--- config.mk ---
export PLATFORM = sky130hd
export DESIGN_NAME = xalu_seq_flat
export DESIGN_NICKNAME = d
export VERILOG_FILES = /design/src/rtl/xalu_seq_if.sv /design/src/rtl/xalu_seq.sv /design/src/flat_wrapper.sv
export SDC_FILE = /design/constraint.sdc
export NUM_CORES = 1
export LEC_CHECK = 0
export BUFFER_PORTS_ARGS = -buffer_cell sky130_fd_sc_hd__buf_2
export CORE_MARGIN = 2
export CORE_UTILIZATION = 54
export CTS_CLUSTER_DIAMETER = 60
export DETAILED_ROUTE_END_ITERATION = 8
export PLACE_DENSITY = 0.79
export SETUP_SLACK_MARGIN = 0.4
export SLEW_MARGIN = 20
export SYNTH_ARGS = -nofsm -noshare
export SYNTH_HDL_FRONTEND = slang
export SYNTH_SLANG_ARGS = --single-unit
--- constraint.sdc ---
create_clock -name clk -period 6.47 [get_ports clk]
set_clock_uncertainty 0.2 [all_clocks]
set_input_delay 0.647 -clock clk [delete_from_list [all_inputs] [get_ports clk]]
set_output_delay 0.647 -clock clk [all_outputs]
set_load 0.005 [all_outputs]
--- src/rtl/xalu_seq_if.sv ---
// Bundle between the wide-operation requester, the sequencer and the 4-bit slice.
// The slave modport is the sequencer's view; the master modport is the environment
// (requester plus slice) that surrounds it.
interface xalu_seq_if #(
    parameter int N = 4
);
    logic             start;
    logic [4*N-1:0]   a_in;
    logic [4*N-1:0]   b_in;
    logic [2:0]       func;
    logic             com;
    logic             cin;
    logic             busy;
    logic             done;
    logic [4*N-1:0]   result;
    logic             cout;
    logic             zero;
    logic             neg_zero;
    logic             equ;
    logic [3:0]       slc_a;
    logic [3:0]       slc_b;
    logic [2:0]       slc_f;
    logic             slc_com;
    logic             slc_ci_left;
    logic             slc_ci_right;
    logic [3:0]       slc_d;
    logic             slc_co_left;
    logic             slc_co_right;
    logic             slc_equ;

    modport slave (
        input  start, a_in, b_in, func, com, cin,
        input  slc_d, slc_co_left, slc_co_right, slc_equ,
        output busy, done, result, cout, zero, neg_zero, equ,
        output slc_a, slc_b, slc_f, slc_com, slc_ci_left, slc_ci_right
    );

    modport master (
        output start, a_in, b_in, func, com, cin,
        output slc_d, slc_co_left, slc_co_right, slc_equ,
        input  busy, done, result, cout, zero, neg_zero, equ,
        input  slc_a, slc_b, slc_f, slc_com, slc_ci_left, slc_ci_right
    );
endinterface

--- src/rtl/xalu_seq.sv ---
// Multi-nibble sequencer: runs one 4N-bit operation through a single 4-bit ALU
// slice, one nibble per clock, chaining the slice carries between passes.
// SHR walks the nibbles MSB first so the shift-in travels downwards; everything
// else walks LSB first so the carry travels upwards.
module xalu_seq #(
    parameter int N = 4
) (
    input  logic        clk,
    input  logic        rst_n,
    xalu_seq_if.slave   bus
);
    localparam int         W        = 4 * N;
    localparam logic [2:0] FN_ADD   = 3'd0;
    localparam logic [2:0] FN_SHR   = 3'd6;
    localparam logic [2:0] FN_SHL   = 3'd7;
    localparam logic [2:0] IDX_LAST = 3'(N - 1);

    typedef enum logic [1:0] {
        IDLE = 2'd0,
        RUN  = 2'd1,
        DONE = 2'd2
    } state_t;

    state_t         state;
    state_t         state_next;

    logic [W-1:0]   a_reg;
    logic [W-1:0]   b_reg;
    logic [W-1:0]   shadow;
    logic [W-1:0]   shadow_next;
    logic [2:0]     f_reg;
    logic           com_reg;
    logic           cy;
    logic           cy_next;
    logic           zero_acc;
    logic           neg_acc;
    logic           equ_acc;
    logic [2:0]     idx;
    logic [2:0]     idx_first;
    logic [2:0]     idx_next;
    logic [3:0]     nib_a;
    logic [3:0]     nib_b;
    logic           is_shr;
    logic           accept;
    logic           last_pass;

    assign is_shr    = (f_reg == FN_SHR);
    assign accept    = (state == IDLE) && bus.start;
    assign last_pass = is_shr ? (idx == 3'd0) : (idx == IDX_LAST);
    assign idx_first = (bus.func == FN_SHR) ? IDX_LAST : 3'd0;
    assign idx_next  = is_shr ? (idx - 3'd1) : (idx + 3'd1);

    // State register; reset aborts any operation in flight without a done pulse.
    always_ff @(posedge clk or negedge rst_n) begin
        if (!rst_n) begin
            state <= IDLE;
        end else begin
            state <= state_next;
        end
    end

    // Next-state: start is only looked at in IDLE, DONE always falls back to IDLE.
    always_comb begin
        state_next = state;
        case (state)
            IDLE:    if (bus.start) state_next = RUN;
            RUN:     if (last_pass) state_next = DONE;
            DONE:    state_next = IDLE;
            default: state_next = IDLE;
        endcase
    end

    // Output decode: status flags and the slice drive, which is all zeros outside RUN.
    always_comb begin
        bus.busy         = (state != IDLE);
        bus.done         = (state == DONE);
        bus.slc_a        = 4'h0;
        bus.slc_b        = 4'h0;
        bus.slc_f        = 3'd0;
        bus.slc_com      = 1'b0;
        bus.slc_ci_left  = 1'b0;
        bus.slc_ci_right = 1'b0;
        if (state == RUN) begin
            bus.slc_a        = nib_a;
            bus.slc_b        = nib_b;
            bus.slc_f        = f_reg;
            bus.slc_com      = com_reg;
            bus.slc_ci_left  = is_shr ? cy : 1'b0;
            bus.slc_ci_right = is_shr ? 1'b0 : cy;
        end
    end

    // Nibble mux for the current pass and the shadow with this pass's slice data merged in.
    always_comb begin
        nib_a       = 4'h0;
        nib_b       = 4'h0;
        shadow_next = shadow;
        for (int k = 0; k < N; k++) begin
            if (idx == 3'(k)) begin
                nib_a                 = a_reg[4*k +: 4];
                nib_b                 = b_reg[4*k +: 4];
                shadow_next[4*k +: 4] = bus.slc_d;
            end
        end
    end

    // Carry chaining: arithmetic and left shift pass the left carry up, right shift
    // passes the right carry down, the logic and pass functions break the chain.
    always_comb begin
        cy_next = 1'b0;
        case (f_reg)
            FN_ADD, FN_SHL: cy_next = bus.slc_co_left;
            FN_SHR:         cy_next = bus.slc_co_right;
            default:        cy_next = 1'b0;
        endcase
    end

    // Working registers: capture the request on accept, then accumulate one nibble per RUN edge.
    always_ff @(posedge clk or negedge rst_n) begin
        if (!rst_n) begin
            a_reg    <= '0;
            b_reg    <= '0;
            f_reg    <= 3'd0;
            com_reg  <= 1'b0;
            cy       <= 1'b0;
            zero_acc <= 1'b0;
            neg_acc  <= 1'b0;
            equ_acc  <= 1'b0;
            idx      <= 3'd0;
            shadow   <= '0;
        end else if (accept) begin
            a_reg    <= bus.a_in;
            b_reg    <= bus.b_in;
            f_reg    <= bus.func;
            com_reg  <= bus.com;
            cy       <= bus.cin;
            zero_acc <= 1'b1;
            neg_acc  <= 1'b1;
            equ_acc  <= 1'b1;
            idx      <= idx_first;
            shadow   <= '0;
        end else if (state == RUN) begin
            shadow   <= shadow_next;
            cy       <= cy_next;
            zero_acc <= zero_acc & (bus.slc_d == 4'h0);
            neg_acc  <= neg_acc & (bus.slc_d == 4'hF);
            equ_acc  <= equ_acc & bus.slc_equ;
            idx      <= idx_next;
        end
    end

    // Visible results: loaded only on the final pass and held until the next completion.
    always_ff @(posedge clk or negedge rst_n) begin
        if (!rst_n) begin
            bus.result   <= '0;
            bus.cout     <= 1'b0;
            bus.zero     <= 1'b0;
            bus.neg_zero <= 1'b0;
            bus.equ      <= 1'b0;
        end else if ((state == RUN) && last_pass) begin
            bus.result   <= shadow_next;
            bus.cout     <= cy_next;
            bus.zero     <= zero_acc & (bus.slc_d == 4'h0);
            bus.neg_zero <= neg_acc & (bus.slc_d == 4'hF);
            bus.equ      <= equ_acc & bus.slc_equ;
        end
    end
endmodule

--- src/flat_wrapper.sv ---
// flat-port wrapper written by rule: the top's interface ports become plain ports
module xalu_seq_flat 
#(
    parameter int N = 4
)
  (clk, rst_n, bus_start, bus_a_in, bus_b_in, bus_func, bus_com, bus_cin, bus_slc_d, bus_slc_co_left, bus_slc_co_right, bus_slc_equ, bus_busy, bus_done, bus_result, bus_cout, bus_zero, bus_neg_zero, bus_equ, bus_slc_a, bus_slc_b, bus_slc_f, bus_slc_com, bus_slc_ci_left, bus_slc_ci_right);
  xalu_seq_if #(.N(N)) bus_i ();
  input  logic clk;
  input  logic rst_n;
  input wire logic [$bits(bus_i.start)-1:0] bus_start;
  input wire logic [$bits(bus_i.a_in)-1:0] bus_a_in;
  input wire logic [$bits(bus_i.b_in)-1:0] bus_b_in;
  input wire logic [$bits(bus_i.func)-1:0] bus_func;
  input wire logic [$bits(bus_i.com)-1:0] bus_com;
  input wire logic [$bits(bus_i.cin)-1:0] bus_cin;
  input wire logic [$bits(bus_i.slc_d)-1:0] bus_slc_d;
  input wire logic [$bits(bus_i.slc_co_left)-1:0] bus_slc_co_left;
  input wire logic [$bits(bus_i.slc_co_right)-1:0] bus_slc_co_right;
  input wire logic [$bits(bus_i.slc_equ)-1:0] bus_slc_equ;
  output wire logic [$bits(bus_i.busy)-1:0] bus_busy;
  output wire logic [$bits(bus_i.done)-1:0] bus_done;
  output wire logic [$bits(bus_i.result)-1:0] bus_result;
  output wire logic [$bits(bus_i.cout)-1:0] bus_cout;
  output wire logic [$bits(bus_i.zero)-1:0] bus_zero;
  output wire logic [$bits(bus_i.neg_zero)-1:0] bus_neg_zero;
  output wire logic [$bits(bus_i.equ)-1:0] bus_equ;
  output wire logic [$bits(bus_i.slc_a)-1:0] bus_slc_a;
  output wire logic [$bits(bus_i.slc_b)-1:0] bus_slc_b;
  output wire logic [$bits(bus_i.slc_f)-1:0] bus_slc_f;
  output wire logic [$bits(bus_i.slc_com)-1:0] bus_slc_com;
  output wire logic [$bits(bus_i.slc_ci_left)-1:0] bus_slc_ci_left;
  output wire logic [$bits(bus_i.slc_ci_right)-1:0] bus_slc_ci_right;
  assign bus_i.start = bus_start;
  assign bus_i.a_in = bus_a_in;
  assign bus_i.b_in = bus_b_in;
  assign bus_i.func = bus_func;
  assign bus_i.com = bus_com;
  assign bus_i.cin = bus_cin;
  assign bus_i.slc_d = bus_slc_d;
  assign bus_i.slc_co_left = bus_slc_co_left;
  assign bus_i.slc_co_right = bus_slc_co_right;
  assign bus_i.slc_equ = bus_slc_equ;
  assign bus_busy = bus_i.busy;
  assign bus_done = bus_i.done;
  assign bus_result = bus_i.result;
  assign bus_cout = bus_i.cout;
  assign bus_zero = bus_i.zero;
  assign bus_neg_zero = bus_i.neg_zero;
  assign bus_equ = bus_i.equ;
  assign bus_slc_a = bus_i.slc_a;
  assign bus_slc_b = bus_i.slc_b;
  assign bus_slc_f = bus_i.slc_f;
  assign bus_slc_com = bus_i.slc_com;
  assign bus_slc_ci_left = bus_i.slc_ci_left;
  assign bus_slc_ci_right = bus_i.slc_ci_right;
  xalu_seq #(.N(N)) u_core (.clk(clk), .rst_n(rst_n), .bus(bus_i));
endmodule
==> metrics.md, run 1 <==
| Metric | Value |
|---|---|
| HP Class | `input port to async pin` |
| Leakage power | `between 2 and 2.5 nW` |
| Post-route core utilization | `0.642` |
| Most frequent cells in the layout | `nand2_1, buf_2, dfrtp_1, mux2_2, o21ai_0` |
| Sequential-to-total area share from yosys stat | `0.517` |
| Placer Congestion | `about 0.80` |
| CTS sink cnt | `81` |
| Post-DP HPWL | `5570 um` |
| Iteration-0 DRC Markers | `~170` |
| Row cnt | `31` |
| Arrival @ worst endpoint | `between 2 and 2.5 ns` |
| Worst-path clk slew | `0.08 ns` |
| VDD IR max | `0.210 mV` |
| Total grt overflow | `0` |
| Post-CTS setup buffer count | `0` |
| Net count, final | `499` |
| Core area | `a little over 7000 um2` |
| Wire per inst | `15.0 um` |
| Post-synthesis sequential element count | `slightly above 80` |
| Fill cells | `615` |
| Required time worst endpoint | `around 5.6 ns` |
| Hold-fix buffers, CTS | `0` |
| Post-DRT Antenna Nets | `0` |
| Share of cells above drive strength 1 | `0.317` |
| Yosys warns | `0` |
| Post-synth top flop | `dfrtp_1` |
| Initial antenna violation count | `0` |
| Final worst slack | `around 3.2 ns` |
| I/O Pins | `83` |
| DR DRC count | `0` |
| Drt total wl | `between 8000 and 9000 um` |
| Root Driver | `clkbuf_8` |
| # diodes | `0` |
| Post-synthesis async set-or-reset flop share | `1.00` |
| Post-DP Area | `around 4300 um2` |
| TritonCTS Buffers | `9` |
| Period utilization | `0.498` |
| Period minus WS final | `roughly 3.2 ns` |
| Synth Area in Simple Gates | `0.166` |
| Compound-cell area share of the yosys netlist | `0.121` |
| Crit Path Class | `flop to primary output` |
| Most common cell after layout, fill and taps aside | `nand2_1` |
| Crit path buf inv count | `2` |
| Crit. End Element | `primary output` |
| Initial Util | `0.549` |
| Synth unique cells | `between 40 and 50` |
| Worst slack at placement | `between 3 and 4 ns` |
| Final setup viols | `0` |
| Resize count post-CTS | `0` |
| Mapped Nets | `431` |
| Finished Cell Area | `4580 um2` |
| CP max stage delay | `0.63 ns` |
| DR vias | `2965` |
| All-Layer GR Usage | `0.219` |
| PD cells | `between 400 and 500 nW/um2` |
| Worst path cell trace | `inv_1 -> ha_1 -> nor2b_2 -> a21oi_1 -> a221oi_1 -> buf_2` |
| Final Hold Vio Count | `0` |
| Die width | `just under 90 um` |
| Xor-xnor portion of the synthesized cell area | `0.00224` |
| Post-Syn Area | `around 3900 um2` |
| Longest Clk Path Bufs | `2` |
| Largest family of logic cells by synthesized area | `simple AND/OR/NAND/NOR gates` |
| Outcome | `completed` |
| Vias in the first global route | `approximately 2.8k` |
| Register area | `about 2000 um2` |
| # port buffers | `a little over 80` |
| Critical path peak fanout | `17` |
| MaxCap Viol Count | `0` |
| Final hold slack | `~0.11 ns` |
| Mapped Avg Cell Area | `approximately 10 um2` |
| Worst slew margin | `0.425` |
| Setup_tns | `0 ns` |
| CP top delay family | `simple AND/OR/NAND/NOR gates` |
| Post-DR vias/cell | `roughly 5.4` |
| Largest net degree at the start of global routing | `~80` |
| Htree depth | `3` |
| Mapped Cells | `between 300 and 400` |
| Max-slew violation count | `0` |
| Worst setup SP type | `flop` |
| Peak Freq | `between 300 and 400 MHz` |
| Worst-skew pair later-pin latency | `approximately 0.35 ns` |
| Worst slew pin tran | `between 0.8 and 0.9 ns` |
| Router iterations before antenna repair | `5` |
| Die Height | `a little under 90 um` |
| Synthesized-area fraction occupied by adder cells | `0.0192` |
| First-pass GRT wire length | `about 13000 um` |
| RSZ-0062 raised after global routing | `no` |
| Cell with the largest stage delay on the worst path | `nor2b_2` |
| Mux contribution to synthesized area | `0.129` |
| EDFF count, synth | `0` |
| CTS tree | `done` |
| Die ar. | `slightly below 8000 um2` |
| Area of the multi-input gates | `1720 um2` |
| Layout area overhead | `17.0%` |
[final timing paths]
kind                            slack, ns  cells past startpoint                               end                         from
worst max-delay path                 3.25                      6                      bus_slc_a[3]    u_core.idx[0]$_DFFE_PN0P_
worst max register to register       3.69                      5  u_core.bus.result[7]$_DFFE_PN0P_    u_core.idx[0]$_DFFE_PN0P_
worst min-delay path                 0.11                      1  u_core.bus.result[1]$_DFFE_PN0P_                        rst_n
max in group asynchronous            5.46                      1     u_core.shadow[11]$_DFFE_PN0P_                        rst_n
min in group clk                     0.28                      3      u_core.a_reg[10]$_DFFE_PN0P_                 bus_a_in[10]
worst min register to register       0.28                      2       u_core.b_reg[5]$_DFFE_PN0P_  u_core.b_reg[5]$_DFFE_PN0P_
[through the flow]
stage          std cells  total power (W)
2_1_floorplan        378          0.00157
3_3_place_gp         534          0.00179
5_1_grt              550          0.00240
4_1_cts              550          0.00225
3_5_place_dp         534          0.00183
6_report             550          0.00224
[kinds of logic (layout without fill, tap and decap cells)]
group                    Yosys count  after routing
buffers and inverters             41            114
multiplexers                      40             40
flip-flops                        81             81
AND/OR/NAND/NOR                  141            141
adder cells (fa/ha/maj)            6              6
AO/OA/AOI/OAI                     68             68
XOR/XNOR                           1              1
[Yosys cell counts (6+ instances only)]
| cell type | instances | area (um2) |
|---|---|---|
| mux2_4 | 16 | 240 |
| a22o_1 | 12 | 105 |
| clkbuf_1 | 16 | 60.1 |
| dfrtp_1 | 81 | 2030 |
| mux2_2 | 20 | 225 |
| buf_2 | 6 | 30.0 |
| o21ai_0 | 18 | 90.1 |
| nand3b_1 | 8 | 60.1 |
| a221oi_1 | 8 | 70.1 |
| ha_1 | 6 | 75.1 |
| a21oi_1 | 9 | 45.0 |
| a21o_1 | 8 | 60.1 |
| nand2_1 | 104 | 390 |
| inv_1 | 15 | 56.3 |
[layer usage]
metal  wire [um]  track usage  vias up
li1            -            -     1420
met1        3720        0.294     1461
met2        4030        0.358       74
met3         398       0.0360       10
met4         110       0.0841        0
met5           0            0        -
[report_power, final]
part	switching (W)	internal, W	leakage, nW
Sequential	0.000140	0.000729	1.04
Combinational	0.000499	0.000457	1.18
Clock	0.000183	0.000229	0.116
[cell type report]
class / count / share of cell area
Clock buffer: 10 / 0.0300
Clock inverter: 6 / 0.0199
Inverter: 15 / 0.0123
Multi-Input combinational cell: 256 / 0.376
Sequential cell: 81 / 0.442
Tap cell: 99 / 0.0270
Timing Repair Buffer: 83 / 0.0926
Note: power is estimated with default switching activity, not from simulation.
==> inputs of run 2 (changes only) <==
==> constraint.sdc (replaced) <==
create_clock -name clk -period 3.2 [get_ports clk]
set_clock_uncertainty 0.2 [all_clocks]
set_input_delay 0.32 -clock clk [delete_from_list [all_inputs] [get_ports clk]]
set_output_delay 0.32 -clock clk [all_outputs]
set_load 0.005 [all_outputs]
==> run 2 against run 1 <==
  * Register-to-register slack worse by 3.0 ns
  * Final cell count up 7.1%
  * Routed wire length up 18%
  * Die area unchanged
  * Largest power group unchanged
==> metrics.md, run 2 (same netlist as run 1, synthesis figures left out) <==
| Metric | Value |
|---|---|
| Max-slew violation count | `0` |
| Placed Instances | `between 500 and 600` |
| Initial antenna violation count | `0` |
| Hold path cells | `3` |
| Total grt overflow | `0` |
| TritonCTS Buffers | `9` |
| Leakage power | `approximately 2.5 nW` |
| Worst-path clk slew | `about 0.08 ns` |
| # port buffers | `82` |
| Outcome | `completed` |
| Layout area overhead | `26.6%` |
| Die ar. | `around 8000 um2` |
| Post-DP Area | `4360 um2` |
| Final setup viols | `0` |
| Arrival @ worst endpoint | `2.15 ns` |
| Largest net degree at the start of global routing | `82` |
| Initial Util | `0.549` |
| DR vias | `roughly 3.2k` |
| Worst slew pin tran | `approximately 1 ns` |
| Htree depth | `3` |
| Required time worst endpoint | `2.68 ns` |
| Hold path start | `bus_slc_equ` |
| Core area | `just over 7000 um2` |
| # diodes | `0` |
| Reg-to-reg slack, setup | `0.72 ns` |
| I/O Pins | `between 80 and 90` |
| Drt total wl | `between 9000 and 10000 um` |
| PD cells | `~940 nW/um2` |
| Period utilization | `0.833` |
| CTS tree | `done` |
| Post-DP HPWL | `between 5000 and 6000 um` |
| Worst setup SP type | `flop` |
| MaxCap Viol Count | `0` |
| Longest Clk Path Bufs | `2` |
| Die width | `a little under 90 um` |
| RSZ-0062 raised after global routing | `no` |
| Finished Cell Area | `around 5000 um2` |
| Post-route core utilization | `0.695` |
| Setup_tns | `0 ns` |
| Final Hold Vio Count | `0` |
| CTS sink cnt | `81` |
| VDD IR max | `roughly 0.45 mV` |
| Iteration-0 DRC Markers | `between 200 and 300` |
| Critical path peak fanout | `17` |
| Post-CTS setup buffer count | `0` |
| Peak Freq | `375 MHz` |
| Die Height | `around 89 um` |
| All-Layer GR Usage | `0.260` |
| Router iterations before antenna repair | `7` |
| Vias in the first global route | `3131` |
| Reg-to-Reg Start | `u_core.idx[1]$_DFFE_PN0P_` |
| Share of cells above drive strength 1 | `0.296` |
| Most frequent cells in the layout | `nand2_1, buf_2, dfrtp_1, dlygate4sd3_1, mux2_2` |
| Net count, final | `approximately 540` |
| Crit Path Class | `flop to primary output` |
| Period minus WS final | `roughly 2.7 ns` |
| Most common cell after layout, fill and taps aside | `nand2_1` |
| HP Class | `input port to flop` |
| Post-DRT Antenna Nets | `0` |
| Worst reg2reg path endpoint | `u_core.bus.result[6]$_DFFE_PN0P_` |
| Worst slew margin | `0.349` |
| Wire per inst | `about 17 um` |
| Crit. End Element | `primary output` |
| Non-Filler Instances | `around 590` |
| Worst-skew pair later-pin latency | `between 0.3 and 0.4 ns` |
| Root Driver | `clkbuf_8` |
| First-pass GRT wire length | `~16000 um` |
| R2R depth | `5` |
| Post-DR vias/cell | `5.45` |
| DR DRC count | `0` |
| Worst Hold End | `u_core.bus.equ$_DFFE_PN0P_` |
| Row cnt | `31` |
| Placer Congestion | `0.843` |
## run 2: cell count changes in the layout (fill, tap and decap cells not counted), moves of 2 or more
cell,delta
buf_4,+3
clkbuf_1,+2
clkinv_4,-3
clkinvlp_4,+2
dlygate4sd3_1,+37
## run 2: layout make-up
type                            count  area [um2]
Clock buffer                       11         131
Inverter                           15        56.3
Tap cell                           99         124
Clock inverter                      5        80.1
Timing Repair Buffer              122         806
Fill cell                         550        2180
Sequential cell                    81        2030
Multi-Input combinational cell    256        1740
## run 2: critical path, stage by stage (launching register included)
cell	delay, ns
dfrtp_1	0.42
inv_1	0.11
ha_1	0.49
nand2_1	0.10
a21o_1	0.19
a221oi_1	0.28
buf_2	0.19
## run 2: timing repair
action	CTS	global route
gates resized for setup	1	3
hold buffers	37	0
hold endpoints to repair	117	0
setup endpoints to repair	8	4
## run 2: how the worst max path moves through the flow
stage | from | to | slack, ns | cells past startpoint
2_1_floorplan | u_core.idx[0]$_DFFE_PN0P_ | bus_slc_b[1] | 0.98 | 6
3_3_place_gp | u_core.idx[0]$_DFFE_PN0P_ | u_core.bus.result[11]$_DFFE_PN0P_ | 0.76 | 6
3_5_place_dp | u_core.idx[0]$_DFFE_PN0P_ | u_core.bus.result[8]$_DFFE_PN0P_ | 0.68 | 6
4_1_cts | u_core.idx[0]$_DFFE_PN0P_ | bus_slc_a[3] | 0.56 | 6
5_1_grt | u_core.idx[0]$_DFFE_PN0P_ | bus_slc_a[3] | 0.46 | 6
6_report | u_core.idx[1]$_DFFE_PN0P_ | bus_slc_b[2] | 0.53 | 6
## run 2: metrics by stage
| step | setup WS [ns] | hold WS [ns] | power [W] |
|---|---|---|---|
| after floorplan | 0.984 | -0.176 | 0.00317 |
| after global placement | 0.762 | 0.256 | 0.00364 |
| after detailed placement | 0.684 | 0.263 | 0.00374 |
| after CTS | 0.556 | 0.00194 | 0.00459 |
| after global routing | 0.456 | 0.0314 | 0.00497 |
| final | 0.533 | 0.00252 | 0.00466 |
## run 2: report_power, final
group,internal [W],switching [W]
sequential,0.00147,0.000305
clock,0.000439,0.000381
combinational,0.000978,0.00109
total,0.00289,0.00177
## run 2: routing by layer
layer | vias up | share of wire | track usage
li1 | 1501 | - | -
met1 | 1549 | 0.43 | 0.350
met2 | 134 | 0.48 | 0.421
met3 | 27 | 0.052 | 0.0388
met4 | 0 | 0.029 | 0.117
met5 | - | 0 | 0
